===== src/rtl/mips_run_ctrl.sv =====
// rtl/mips_run_ctrl.sv - run/halt/single-step controller for the 8-bit MIPS core
// Optional PC breakpoint is built when RUN_CTRL_BP_EN is defined.
module mips_run_ctrl #(
    parameter int PC_W  = 4,
    parameter int CNT_W = 8
) (
    input  logic             clk,
    input  logic             rst_n,
    input  logic             cmd_valid,
    input  logic [2:0]       cmd_op,
    input  logic [PC_W-1:0]  cmd_data,
    output logic             cmd_ready,
    input  logic [PC_W-1:0]  pc,
    output logic             cpu_en,
    output logic             cpu_rst,
    output logic [1:0]       state,
    output logic             halted,
    output logic [CNT_W-1:0] retired
);
    typedef enum logic [1:0] {
        ST_HALT = 2'b00,
        ST_RUN  = 2'b01,
        ST_STEP = 2'b10,
        ST_BRK  = 2'b11
    } state_e;

    localparam logic [2:0] OP_HALT     = 3'b001;
    localparam logic [2:0] OP_RUN      = 3'b010;
    localparam logic [2:0] OP_STEP     = 3'b011;
    localparam logic [2:0] OP_CLR_CNT  = 3'b110;
    localparam logic [2:0] OP_SOFT_RST = 3'b111;

    state_e           state_q, state_d;
    logic             cpu_rst_q, cpu_rst_d;
    logic [CNT_W-1:0] retired_q, retired_d;
    logic             cmd_acc;
    logic             bp_hit;

    assign cmd_ready = (state_q != ST_STEP);
    assign cmd_acc   = cmd_valid && cmd_ready;
    assign cpu_en    = (state_q == ST_STEP) || ((state_q == ST_RUN) && !bp_hit);
    assign cpu_rst   = cpu_rst_q;
    assign state     = state_q;
    assign halted    = (state_q == ST_HALT) || (state_q == ST_BRK);
    assign retired   = retired_q;

`ifdef RUN_CTRL_BP_EN
    localparam logic [2:0] OP_SET_BP = 3'b100;
    localparam logic [2:0] OP_CLR_BP = 3'b101;

    logic            bp_valid_q, bp_valid_d;
    logic [PC_W-1:0] bp_addr_q, bp_addr_d;
    logic            first_q, first_d;

    // first masks the compare for the opening RUN cycle so a resume from BRK executes bp_addr
    assign bp_hit = bp_valid_q && (pc == bp_addr_q) && (state_q == ST_RUN) && !first_q;

    always_comb begin
        bp_valid_d = bp_valid_q;
        bp_addr_d  = bp_addr_q;
        if (cmd_acc && (cmd_op == OP_SET_BP)) begin
            bp_valid_d = 1'b1;
            bp_addr_d  = cmd_data;
        end else if (cmd_acc && (cmd_op == OP_CLR_BP)) begin
            bp_valid_d = 1'b0;
        end
        first_d = (state_d == ST_RUN) && (state_q != ST_RUN);
    end

    always_ff @(posedge clk or negedge rst_n) begin
        if (!rst_n) begin
            bp_valid_q <= 1'b0;
            bp_addr_q  <= '0;
            first_q    <= 1'b0;
        end else begin
            bp_valid_q <= bp_valid_d;
            bp_addr_q  <= bp_addr_d;
            first_q    <= first_d;
        end
    end
`else
    logic unused_bp;
    assign unused_bp = ^{pc, cmd_data};
    assign bp_hit    = 1'b0;
`endif

    always_comb begin
        state_d   = state_q;
        cpu_rst_d = 1'b0;
        retired_d = cpu_en ? (retired_q + CNT_W'(1)) : retired_q;
        if (cmd_acc && (cmd_op == OP_CLR_CNT)) begin
            retired_d = '0;
        end
        case (state_q)
            ST_HALT, ST_BRK: begin
                if (cmd_acc) begin
                    case (cmd_op)
                        OP_RUN:  state_d = ST_RUN;
                        OP_STEP: state_d = ST_STEP;
                        OP_HALT: state_d = ST_HALT;
                        default: state_d = state_q;
                    endcase
                end
            end
            ST_RUN: begin
                // a breakpoint hit outranks a HALT accepted in the same cycle
                if (bp_hit) begin
                    state_d = ST_BRK;
                end else if (cmd_acc && (cmd_op == OP_HALT)) begin
                    state_d = ST_HALT;
                end
            end
            ST_STEP: state_d = ST_HALT;
            default: state_d = ST_HALT;
        endcase
        if (cmd_acc && (cmd_op == OP_SOFT_RST)) begin
            state_d   = ST_HALT;
            cpu_rst_d = 1'b1;
            retired_d = '0;
        end
    end

    always_ff @(posedge clk or negedge rst_n) begin
        if (!rst_n) begin
            state_q   <= ST_HALT;
            cpu_rst_q <= 1'b0;
            retired_q <= '0;
        end else begin
            state_q   <= state_d;
            cpu_rst_q <= cpu_rst_d;
            retired_q <= retired_d;
        end
    end
endmodule

===== config.mk =====
export PLATFORM = sky130hd
export DESIGN_NAME = mips_run_ctrl
export DESIGN_NICKNAME = d
export VERILOG_FILES = /design/src/rtl/mips_run_ctrl.sv
export SDC_FILE = /design/constraint.sdc
export NUM_CORES = 1
export LEC_CHECK = 0
export BUFFER_PORTS_ARGS = -buffer_cell sky130_fd_sc_hd__buf_2
export CAP_MARGIN = 40
export CORE_MARGIN = 3
export CORE_UTILIZATION = 38
export CTS_CLUSTER_DIAMETER = 80
export DETAILED_ROUTE_END_ITERATION = 10
export PLACE_DENSITY = 0.68
export SKIP_CTS_REPAIR_TIMING = 1
export SLEW_MARGIN = 20
export SYNTH_ARGS = -nofsm -noshare
export SYNTH_HDL_FRONTEND = slang
export SYNTH_SLANG_ARGS = --single-unit

===== constraint.sdc =====
create_clock -name clk -period 1.8 [get_ports clk]
set_input_delay 0 -clock clk [delete_from_list [all_inputs] [get_ports clk]]
set_output_delay 0 -clock clk [all_outputs]
set_load 0.005 [all_outputs]

==> run_results.csv <==
group,metric,value,unit
power,pwr-share-seq,33.6,%
yosys,yosysTopAreaCellShare,43.7,%
status,status,"completed",
final_layout,seqCellArea,275,um^2
worst_setup_path,crit_fanout,5,
yosys,ys.flop_type,"dfrtp_1",
floorplan,dieWidth,46.7,um
drt,final_antenna_net_count,0,
power,p_sw_share,37.9,%
power,power_switching,0.468,mW
final_layout,antennaDiodeCount,0,
final_layout,drive_gt1_share,31.5,%
clock_network,cts_inserted_buffers,3,
sta,rsz0062_at_grt,"no",
yosys,yosys.area_share.simple,23.3,%
sta,slew_violations,0,
yosys,ys_types,29,
worst_setup_path,start_kind,"flop",
yosys,ys_warn_count,0,
global_route,antenna_found_initial,0,
final_layout,nFillCells,146,
sta,min_period,1.67,ns
sta,max_freq,598,MHz
sta,hold_viol,0,
floorplan,rows,14,
sta,tightest_slew,0.355,ns
floorplan,initial_utilization,41.3,%
yosys,synth_top_family_by_area,"simple AND/OR/NAND/NOR gates",
clock_network,cts.path.max_buffers,2,
final_layout,mostFrequentLayoutCell,"buf_2",
final_layout,area_growth,26.8,%
power,p_comb_share,53.0,%
place,gp_routability_congestion,0.741,
drt,drc,0,
floorplan,design.die.area,2180,um^2
yosys,synth-seq-cells,11,
clock_network,tritoncts,"yes",
drt,drt_first_pass_iters,3,
yosys,syn_inst,63,
yosys,synth_compound_area_share,12.9,%
sta,setup_viol,0,
clock_network,clkTransAtPathRegs,0.07,ns
place,dpl_cell_area,752,um^2
drt,wire_per_inst,11.5,um
yosys,ys_seq_area_share,43.7,%
drt,totalWireLength,1210,um
power,internal_power,0.766,mW
global_route,grt_pass1_wl,1960,um
clock_network,cts.sinks,11,
yosys,synth_nets,80,
clock_network,cts_root_buf,"clkbuf_4",
yosys,synth-xor-area-share,5.57,%
yosys,syn_area,629,um^2
yosys,synthAdderAreaFrac,5.96,%
floorplan,die_h,46.7,um
final_layout,multi_input_area,320,um^2
global_route,grt_max_degree,12,
sta,finalSetupTns,0,ns
worst_setup_path,end_kind,"flop",
worst_setup_path,cp.arrival,1.87,ns
run,drv_cap,0,
yosys,synth_edf_count,0,
yosys,synth_area_leaders,"dfrtp_1 44%, ha_1 6.0%, xor2_1 4.2%, nor2_1 3.6%, mux2i_1 3.2%",
worst_setup_path,crit_type,"reg -> reg",
yosys,syn_area_per_cell,9.99,um^2
power,ir_drop,0.672,mV
sta,max-slew-margin-rel,76.1,%
place,hpwl,935,um
power,power_frac_clock,13.4,%
drt,vias,537,
global_route,grt_pass1_vias,491,
final_layout,layout_common_cells,"19 x buf_2, 11 x dfrtp_1, 6 x nor2_1",
clock_network,insertion_delay,0.27,ns
power,power_per_cell_area,1550,nW/um^2
final_layout,nNetsFinal,107,
place,io_buffers,19,
drt,vias_per_cell,5.11,
yosys,synth-async-reset-ratio,100,%
final_layout,stdcell_area,798,um^2
drt,drt-initial-drc-count,4,
floorplan,core_area,1520,um^2
global_route,grt_use_total,12.9,%
yosys,yosysTopAreaCell,"dfrtp_1",
worst_hold_path,hold_path_class,"in -> reg",
sta,fin_crit_sh,92.9,%
power,power.leakage,0.421,nW
floorplan,io_pins,28,
yosys,muxShareOfSynthArea,3.18,%
worst_setup_path,worstPathRequired,2.00,ns
clock_network,ctsHtreeMaxLevel,1,
global_route,grt.overflow.total,0,
sta,finClkSkew,0.000721,ns
per-layer routing:
metal,wire [um],global-route usage [%]
met1,577,15.8
met2,589,20.6
met5,0,0
met3,45,4.69
met4,0,4.97
cell type report:
| class | instances | share of cell area [%] |
|---|---|---|
| inverter | 5 | 2.35 |
| multi-input combinational | 45 | 40.1 |
| clock buffer | 4 | 3.29 |
| tap | 16 | 2.51 |
| sequential | 11 | 34.5 |
| timing repair buffer | 24 | 17.2 |
power by group through the flow:
stage / combinational, mW / sequential (mW) / clock [mW]
6_report: 0.654 / 0.415 / 0.165
5_1_grt: 0.739 / 0.425 / 0.190
4_1_cts: 0.663 / 0.415 / 0.178
3_5_place_dp: 0.659 / 0.419 / 0
3_3_place_gp: 0.654 / 0.415 / 0
2_1_floorplan: 0.416 / 0.421 / 0
state kept, by name, indices dropped and copies added, names as in the netlist:
| register | cells |
|---|---|
| retired | 8 |
| cpu_rst | 1 |
| state | 2 |
path summary, 6_finish.rpt:
path / end / from / cells past startpoint / slack, ns
worst min register to register: retired[7]$_DFFE_PN0P_ / retired[7]$_DFFE_PN0P_ / 2 / 0.54
max in group asynchronous: retired[3]$_DFFE_PN0P_ / rst_n / 2 / 1.47
worst min-delay path: state[1]$_DFFE_PN0P_ / cmd_op[1] / 3 / 0.04
worst max-delay path: retired[7]$_DFFE_PN0P_ / state[1]$_DFFE_PN0P_ / 4 / 0.13
min in group asynchronous: retired[7]$_DFFE_PN0P_ / rst_n / 2 / 0.13
worst max register to register: retired[7]$_DFFE_PN0P_ / state[1]$_DFFE_PN0P_ / 4 / 0.13
stage by stage:
step	instances	util (%)	setup WS [ns]	power [mW]	hold WS [ns]
floorplan	63	-	0.0213	0.837	-0.296
global placement	99	49.3	0.124	1.07	-0.123
detailed placement	99	49.3	0.139	1.08	-0.114
CTS	103	51.1	0.111	1.26	-0.415
global route	105	52.4	0.0508	1.35	0.0421
finish	105	52.4	0.127	1.23	0.0443
Yosys cell counts (all sizes together) (2+ instances only):
cell type,number
a21oi,3
dfrtp,11
ha,3
inv,5
mux2i,2
nand2,5
nand3b,2
nand4b,2
nor2,6
nor2b,2
o21ai,2
o31ai,2
or3,2
xor2,3
cells by family (layout without fill, tap and decap cells):
kind of cell / Yosys count / in the layout
buf+inv: 7 / 33
fa+ha+maj: 3 / 3
compound gates: 12 / 12
flops: 11 / 11
mux: 2 / 2
xor+xnor: 4 / 4
simple gates: 24 / 24
worst max-delay path, stage by stage, from the launching register on:
cell      delay (ns)
dfrtp_1         0.42
ha_1            0.35
nand3b_4        0.19
or4_1           0.51
a21oi_1         0.14
No activity file was read; power rests on OpenSTA's default activity.
